`config.mk`:
```
export PLATFORM = sky130hd
export DESIGN_NAME = key_entry_sequencer
export DESIGN_NICKNAME = d
export VERILOG_FILES = /design/src/rtl/key_entry_sequencer.sv
export SDC_FILE = /design/constraint.sdc
export NUM_CORES = 1
export LEC_CHECK = 0
export ABC_AREA = 1
export BUFFER_PORTS_ARGS = -buffer_cell sky130_fd_sc_hd__buf_2
export CAP_MARGIN = 20
export CORE_MARGIN = 10
export CORE_UTILIZATION = 59
export CTS_BUF_LIST = sky130_fd_sc_hd__clkbuf_8 sky130_fd_sc_hd__clkbuf_16
export DETAILED_ROUTE_END_ITERATION = 6
export GPL_TIMING_DRIVEN = 0
export PLACE_DENSITY_LB_ADDON = 0.2
export SYNTH_ARGS = -nofsm -noshare
export SYNTH_HDL_FRONTEND = slang
export SYNTH_SLANG_ARGS = --single-unit
```
`constraint.sdc`:
```
create_clock -name clk -period 1.8 [get_ports clk]
set_input_delay 0.36 -clock clk [delete_from_list [all_inputs] [get_ports clk]]
set_output_delay 0.36 -clock clk [all_outputs]
set_load 0.03 [all_outputs]
```
`src/rtl/key_entry_sequencer.sv`:
```
// key_entry_sequencer
//   Keypad front end for the six-digit lock controller. Collects decoded key
//   presses into a six-digit buffer (with backspace, clear and an idle
//   timeout) and, on ENTER with a full buffer, replays it on the pair-load
//   bus: pair 1/2/3 then a judge phase, each held HOLD cycles.
//
// Ports
//   clk        in   1  system clock, rising edge
//   clr_n      in   1  asynchronous active-low reset
//   key_valid  in   1  key strobe, key_code valid in this cycle
//   key_code   in   4  0-9 digit, A backspace, B enter, C clear, D-F ignored
//   in_a/in_b  out  4  current digit pair
//   a1/a0      out  1  select code (00/01/10 pairs, 11 judge)
//   sel_en     out  1  a send phase is being driven
//   busy       out  1  SEND1 through JUDGE
//   digit_cnt  out  3  buffered digit count 0..6
//   done       out  1  pulse after judge phase
//   reject     out  1  pulse on ENTER with fewer than six digits
//   timeout    out  1  pulse when the idle timer discards the buffer

module key_entry_sequencer #(
    parameter int HOLD    = 2,
    parameter int TIMEOUT = 50000
) (
    input  logic       clk,
    input  logic       clr_n,
    input  logic       key_valid,
    input  logic [3:0] key_code,
    output logic [3:0] in_a,
    output logic [3:0] in_b,
    output logic       a1,
    output logic       a0,
    output logic       sel_en,
    output logic       busy,
    output logic [2:0] digit_cnt,
    output logic       done,
    output logic       reject,
    output logic       timeout
);

    localparam int TW = $clog2(TIMEOUT);

    typedef enum logic [2:0] {
        S_COLLECT,
        S_SEND1,
        S_SEND2,
        S_SEND3,
        S_JUDGE
    } state_t;

    state_t          r_state, w_nxt;
    logic [3:0]      r_ph, w_ph;
    logic [TW-1:0]   r_tmr, w_tmr;
    logic [2:0]      r_cnt, w_cnt;
    logic [5:0][3:0] r_d;
    logic            w_wr;

    logic [3:0]      r_in_a, r_in_b, w_in_a, w_in_b;
    logic            r_a1, r_a0, w_a1, w_a0;
    logic            r_sel_en, r_busy, w_sel_en, w_busy;
    logic            r_done, r_reject, r_timeout;
    logic            w_done, w_reject, w_timeout;
    logic            w_key_acc;

    // Keys only count while collecting; 0xD-0xF are not accepted and so
    // neither act nor restart the idle timer.
    assign w_key_acc = key_valid && (r_state == S_COLLECT) && (key_code <= 4'hC);

    always_ff @(posedge clk or negedge clr_n) begin
        if (!clr_n) begin
            r_state <= S_COLLECT;
            r_ph    <= '0;
        end else begin
            r_state <= w_nxt;
            r_ph    <= w_ph;
        end
    end

    always_comb begin
        w_nxt     = r_state;
        w_ph      = r_ph;
        w_cnt     = r_cnt;
        w_tmr     = r_tmr;
        w_wr      = 1'b0;
        w_done    = 1'b0;
        w_reject  = 1'b0;
        w_timeout = 1'b0;

        unique case (r_state)
            S_COLLECT: begin
                w_ph = '0;
                if (w_key_acc) begin
                    w_tmr = '0;
                    if (key_code <= 4'h9) begin
                        if (r_cnt < 3'd6) begin
                            w_wr  = 1'b1;
                            w_cnt = r_cnt + 3'd1;
                        end
                    end else if (key_code == 4'hA) begin
                        if (r_cnt != 3'd0) w_cnt = r_cnt - 3'd1;
                    end else if (key_code == 4'hB) begin
                        if (r_cnt == 3'd6) begin
                            w_nxt = S_SEND1;
                        end else begin
                            w_reject = 1'b1;
                            w_cnt    = 3'd0;
                        end
                    end else begin
                        w_cnt = 3'd0;
                    end
                end else if (r_cnt != 3'd0) begin
                    // A key in the expiry cycle takes the branch above, so
                    // it always beats the timeout.
                    if (r_tmr == TW'(TIMEOUT - 1)) begin
                        w_cnt     = 3'd0;
                        w_timeout = 1'b1;
                        w_tmr     = '0;
                    end else begin
                        w_tmr = r_tmr + TW'(1);
                    end
                end else begin
                    w_tmr = '0;
                end
            end
            S_SEND1, S_SEND2, S_SEND3, S_JUDGE: begin
                w_tmr = '0;
                if (r_ph == 4'(HOLD - 1)) begin
                    w_ph = '0;
                    case (r_state)
                        S_SEND1: w_nxt = S_SEND2;
                        S_SEND2: w_nxt = S_SEND3;
                        S_SEND3: w_nxt = S_JUDGE;
                        default: begin
                            w_nxt  = S_COLLECT;
                            w_cnt  = 3'd0;
                            w_done = 1'b1;
                        end
                    endcase
                end else begin
                    w_ph = r_ph + 4'd1;
                end
            end
            default: begin
                w_nxt = S_COLLECT;
                w_ph  = '0;
                w_cnt = 3'd0;
                w_tmr = '0;
            end
        endcase
    end

    // Bus values are decoded from the next state so they register on the
    // same edge as the state change.
    always_comb begin
        w_in_a   = 4'h0;
        w_in_b   = 4'h0;
        w_a1     = 1'b0;
        w_a0     = 1'b0;
        w_sel_en = 1'b1;
        w_busy   = 1'b1;
        unique case (w_nxt)
            S_SEND1: begin
                w_in_a = r_d[0];
                w_in_b = r_d[1];
            end
            S_SEND2: begin
                w_in_a = r_d[2];
                w_in_b = r_d[3];
                w_a0   = 1'b1;
            end
            S_SEND3: begin
                w_in_a = r_d[4];
                w_in_b = r_d[5];
                w_a1   = 1'b1;
            end
            S_JUDGE: begin
                w_in_a = r_d[4];
                w_in_b = r_d[5];
                w_a1   = 1'b1;
                w_a0   = 1'b1;
            end
            default: begin
                w_sel_en = 1'b0;
                w_busy   = 1'b0;
            end
        endcase
    end

    always_ff @(posedge clk or negedge clr_n) begin
        if (!clr_n) begin
            r_cnt     <= '0;
            r_tmr     <= '0;
            r_d       <= '0;
            r_in_a    <= '0;
            r_in_b    <= '0;
            r_a1      <= 1'b0;
            r_a0      <= 1'b0;
            r_sel_en  <= 1'b0;
            r_busy    <= 1'b0;
            r_done    <= 1'b0;
            r_reject  <= 1'b0;
            r_timeout <= 1'b0;
        end else begin
            r_cnt     <= w_cnt;
            r_tmr     <= w_tmr;
            if (w_wr) r_d[r_cnt] <= key_code;
            r_in_a    <= w_in_a;
            r_in_b    <= w_in_b;
            r_a1      <= w_a1;
            r_a0      <= w_a0;
            r_sel_en  <= w_sel_en;
            r_busy    <= w_busy;
            r_done    <= w_done;
            r_reject  <= w_reject;
            r_timeout <= w_timeout;
        end
    end

    assign in_a      = r_in_a;
    assign in_b      = r_in_b;
    assign a1        = r_a1;
    assign a0        = r_a0;
    assign sel_en    = r_sel_en;
    assign busy      = r_busy;
    assign digit_cnt = r_cnt;
    assign done      = r_done;
    assign reject    = r_reject;
    assign timeout   = r_timeout;

endmodule
```
==> flow_summary.toml <==
[power]
power_frac_seq = 0.509
switchingPower_mw = 0.9466
vdd_drop_max_mv = 0.5213
p_int_mw = 2.456
p_leak_nw = 1.839
swShare = 0.2782
power_density_nw_per_um2 = 939.6
clkPwrFrac = 0.371
pwr-share-comb = 0.120

[sta]
max_freq_mhz = 580.4
drv_slew = 0
tns_ns = 0
clock_skew_ns = 0.008919
setup_viol = 0
fin_crit_ns = 1.723
worst_slew_pin_slew_ns = 0.5161
hold_ws_ns = -0.006630
relSlewSlack = 0.6559
finalHoldViolCount = 12
fin_crit_sh = 0.9572

[status]
status = "complete, but fails checks"
failed_checks = "hold timing"

[clock_tree]
clkSlewWorstSetupHoldPaths_ns = 0.08
cts_buffers = 9
clockBufferDepth = 2
clock_latency_ns = 0.33
cts_root_buf = "clkbuf_8"
cts_tree = "done"
cts.htree.levels = 3
clkSinkCount = 64

[drt]
drtAntennaViolNets = 0
routed_wirelength_mm = 6.588
wl_per_cell_um = 13.39
routed_via_density = 5.171
vias = 2544
firstDrtPassIters = 4
drt-initial-drc-count = 168
route.detailed.drc = 0

[flow_run]
drv_cap = 0

[worst_setup_path]
crit_path_max_fanout = 10
setup.worst_path.class = "reg -> reg"
reg2reg_depth = 11
worstSetupEndpointType = "flop"
cp.arrival_ns = 1.99
start_kind = "flop"
crit_required_ns = 2.06

[floorplan]
ios = 25
die_h_um = 92.33
start_util = 0.6082
core_sq_um = 5075
rows = 26
die-area_sq_um = 8525
die_x_um = 92.33

[placement]
io_buffer_count = 24
dpl.hpwl_mm = 4.491
gp_congestion = 0.8884
dpl.cell_count = 471

[global_routing]
grt_pass1_vias = 2478
grt_pass1_wl_mm = 11.27
gr-total-overflow = 0
grtUsageTotal = 0.1611
antenna_found_initial = 0
grt_max_degree = 43

[synth]
synth_cells = 376
avgSynthCellArea_sq_um = 8.209
synth.ff_latch_count = 64
synth.distinct_cells = 29
synth_nets = 388
ys_seq_area_frac = 0.5188
yosysWarningCount = 0
netlist_area_sq_um = 3087

[cells_and_area]
final_cells = 492
antenna_cells = 0
layout-drive-gt1-share = 0.1919
synthToLayoutAreaGrowth_pct = 17.31
layout_common_cells = "nand2_1, dfrtp_1, nor2_1, inv_1, o21ai_0"
nets = 429
mostFrequentLayoutCell = "nand2_1"

[min_path]
min_path_type = "in -> async"
[flip-flops by register name (all words and copies together) (netlist names)]
name / flops
r_d: 24
r_tmr: 16
in_a: 4
in_b: 4
r_ph: 4
digit_cnt: 3
r_state: 3
a0: 1
a1: 1
busy: 1
done: 1
reject: 1
timeout: 1
[stage by stage]
| stage | area (sq um) | setup slack, ns | hold WS, ns | util | power (mW) |
|---|---|---|---|---|---|
| floorplan | 3087 | 0.04852 | 0.06441 | - | 2.006 |
| global route | 3621 | -0.02023 | 0.02994 | 0.7135 | 3.573 |
| global placement | 3294 | -0.05712 | 0.4530 | 0.6492 | 2.113 |
| CTS | 3528 | 0.03233 | 0.001966 | 0.6953 | 3.403 |
| finish | 3621 | 0.07702 | -0.006630 | 0.7135 | 3.402 |
| detailed placement | 3314 | -0.05533 | 0.3660 | 0.6531 | 2.136 |
[cells by family after synthesis]
kind of cell | Yosys count | share of synthesized area
and+or+nand+nor | 207 | 0.2951
DFF | 64 | 0.5189
adders and majority gates | 5 | 0.02027
buffers and inverters | 42 | 0.05513
xor gates and xnor gates | 8 | 0.02270
AOI/OAI and AO/OA | 50 | 0.08796
[timing repair]
item,CTS,global route
pin swaps,0,6
buffers inserted,0,4
cloned,0,1
gates resized for setup,3,17
hold buffers,0,0
endpoints found under the setup margin,11,45
[final cells by class]
| type | instances | area, sq um |
|---|---|---|
| Sequential cell | 64 | 1605 |
| Fill cell | 413 | 1454 |
| Multi-Input combinational cell | 271 | 1380 |
| Timing Repair Buffer | 29 | 170.2 |
| Inverter | 39 | 148.9 |
| Clock buffer | 10 | 137.6 |
| Tap cell | 70 | 87.58 |
| Clock inverter | 6 | 67.56 |
| Buffer | 3 | 23.77 |
[synthesized netlist by cell type]
cell type | count | area [sq um]
a21oi_1 | 11 | 55.05
and3_1 | 1 | 6.260
buf_2 | 1 | 5.000
buf_4 | 1 | 7.510
buf_6 | 1 | 11.26
dfrtp_1 | 64 | 1602
ha_1 | 5 | 62.56
inv_1 | 38 | 142.6
inv_2 | 1 | 3.750
nand2_1 | 98 | 367.9
nand2_2 | 3 | 18.77
nand2_4 | 1 | 11.26
nand3_1 | 26 | 130.1
nand3_2 | 3 | 30.03
nand4_1 | 8 | 50.05
nor2_1 | 51 | 191.4
nor2_2 | 5 | 31.28
nor2_4 | 2 | 22.52
nor3_1 | 5 | 25.02
nor3b_1 | 1 | 7.510
o211a_1 | 1 | 10.01
o21a_1 | 2 | 15.01
o21ai_0 | 31 | 155.2
o21ai_1 | 4 | 20.02
o21ai_4 | 1 | 16.27
or2_1 | 1 | 6.260
or2_2 | 2 | 12.51
xnor2_1 | 3 | 26.28
xor2_1 | 5 | 43.79
[per-layer routing]
layer / track usage / vias to the layer above / part of all wire
met1: 0.2020 / 1185 / 0.46
met2: 0.2529 / 54 / 0.47
li1: - / 1296 / -
met3: 0.05085 / 9 / 0.052
met4: 0.06555 / 0 / 0.012
met5: 0 / - / 0
[worst paths after layout]
| kind | startpoint | to | slack (ns) |
|---|---|---|---|
| max | digit_cnt[0]$_DFFE_PN0P_ | in_b[0]$_DFF_PN0_ | 0.08 |
| min | clr_n | r_tmr[10]$_DFF_PN0_ | -0.007 |
| max reg2reg | digit_cnt[0]$_DFFE_PN0P_ | in_b[0]$_DFF_PN0_ | 0.08 |
| min reg2reg | r_tmr[0]$_DFF_PN0_ | r_tmr[0]$_DFF_PN0_ | 0.46 |
| max in group asynchronous | clr_n | digit_cnt[0]$_DFFE_PN0P_ | 1.21 |
| min in group clk | key_code[2] | reject$_DFF_PN0_ | 0.37 |
[worst max-delay path: stages, from the launching register on]
cell and delay, ns:
dfrtp_2 0.45, inv_4 0.09, ha_1 0.14, nand2_1 0.09, nor2_1 0.13, nand3_2 0.10
nand2_2 0.09, buf_6 0.15, nand2_2 0.11, nand2_4 0.13, nand2_1 0.07, nand3_1 0.09
[power groups by stage]
stage / Clock (mW) / Sequential, mW / Combinational [mW]
2_1_floorplan: 0 / 1.75 / 0.258
3_3_place_gp: 0 / 1.75 / 0.365
3_5_place_dp: 0 / 1.75 / 0.383
4_1_cts: 1.29 / 1.73 / 0.388
5_1_grt: 1.34 / 1.76 / 0.477
6_report: 1.26 / 1.73 / 0.408
No activity file was read; power rests on OpenSTA's default activity.
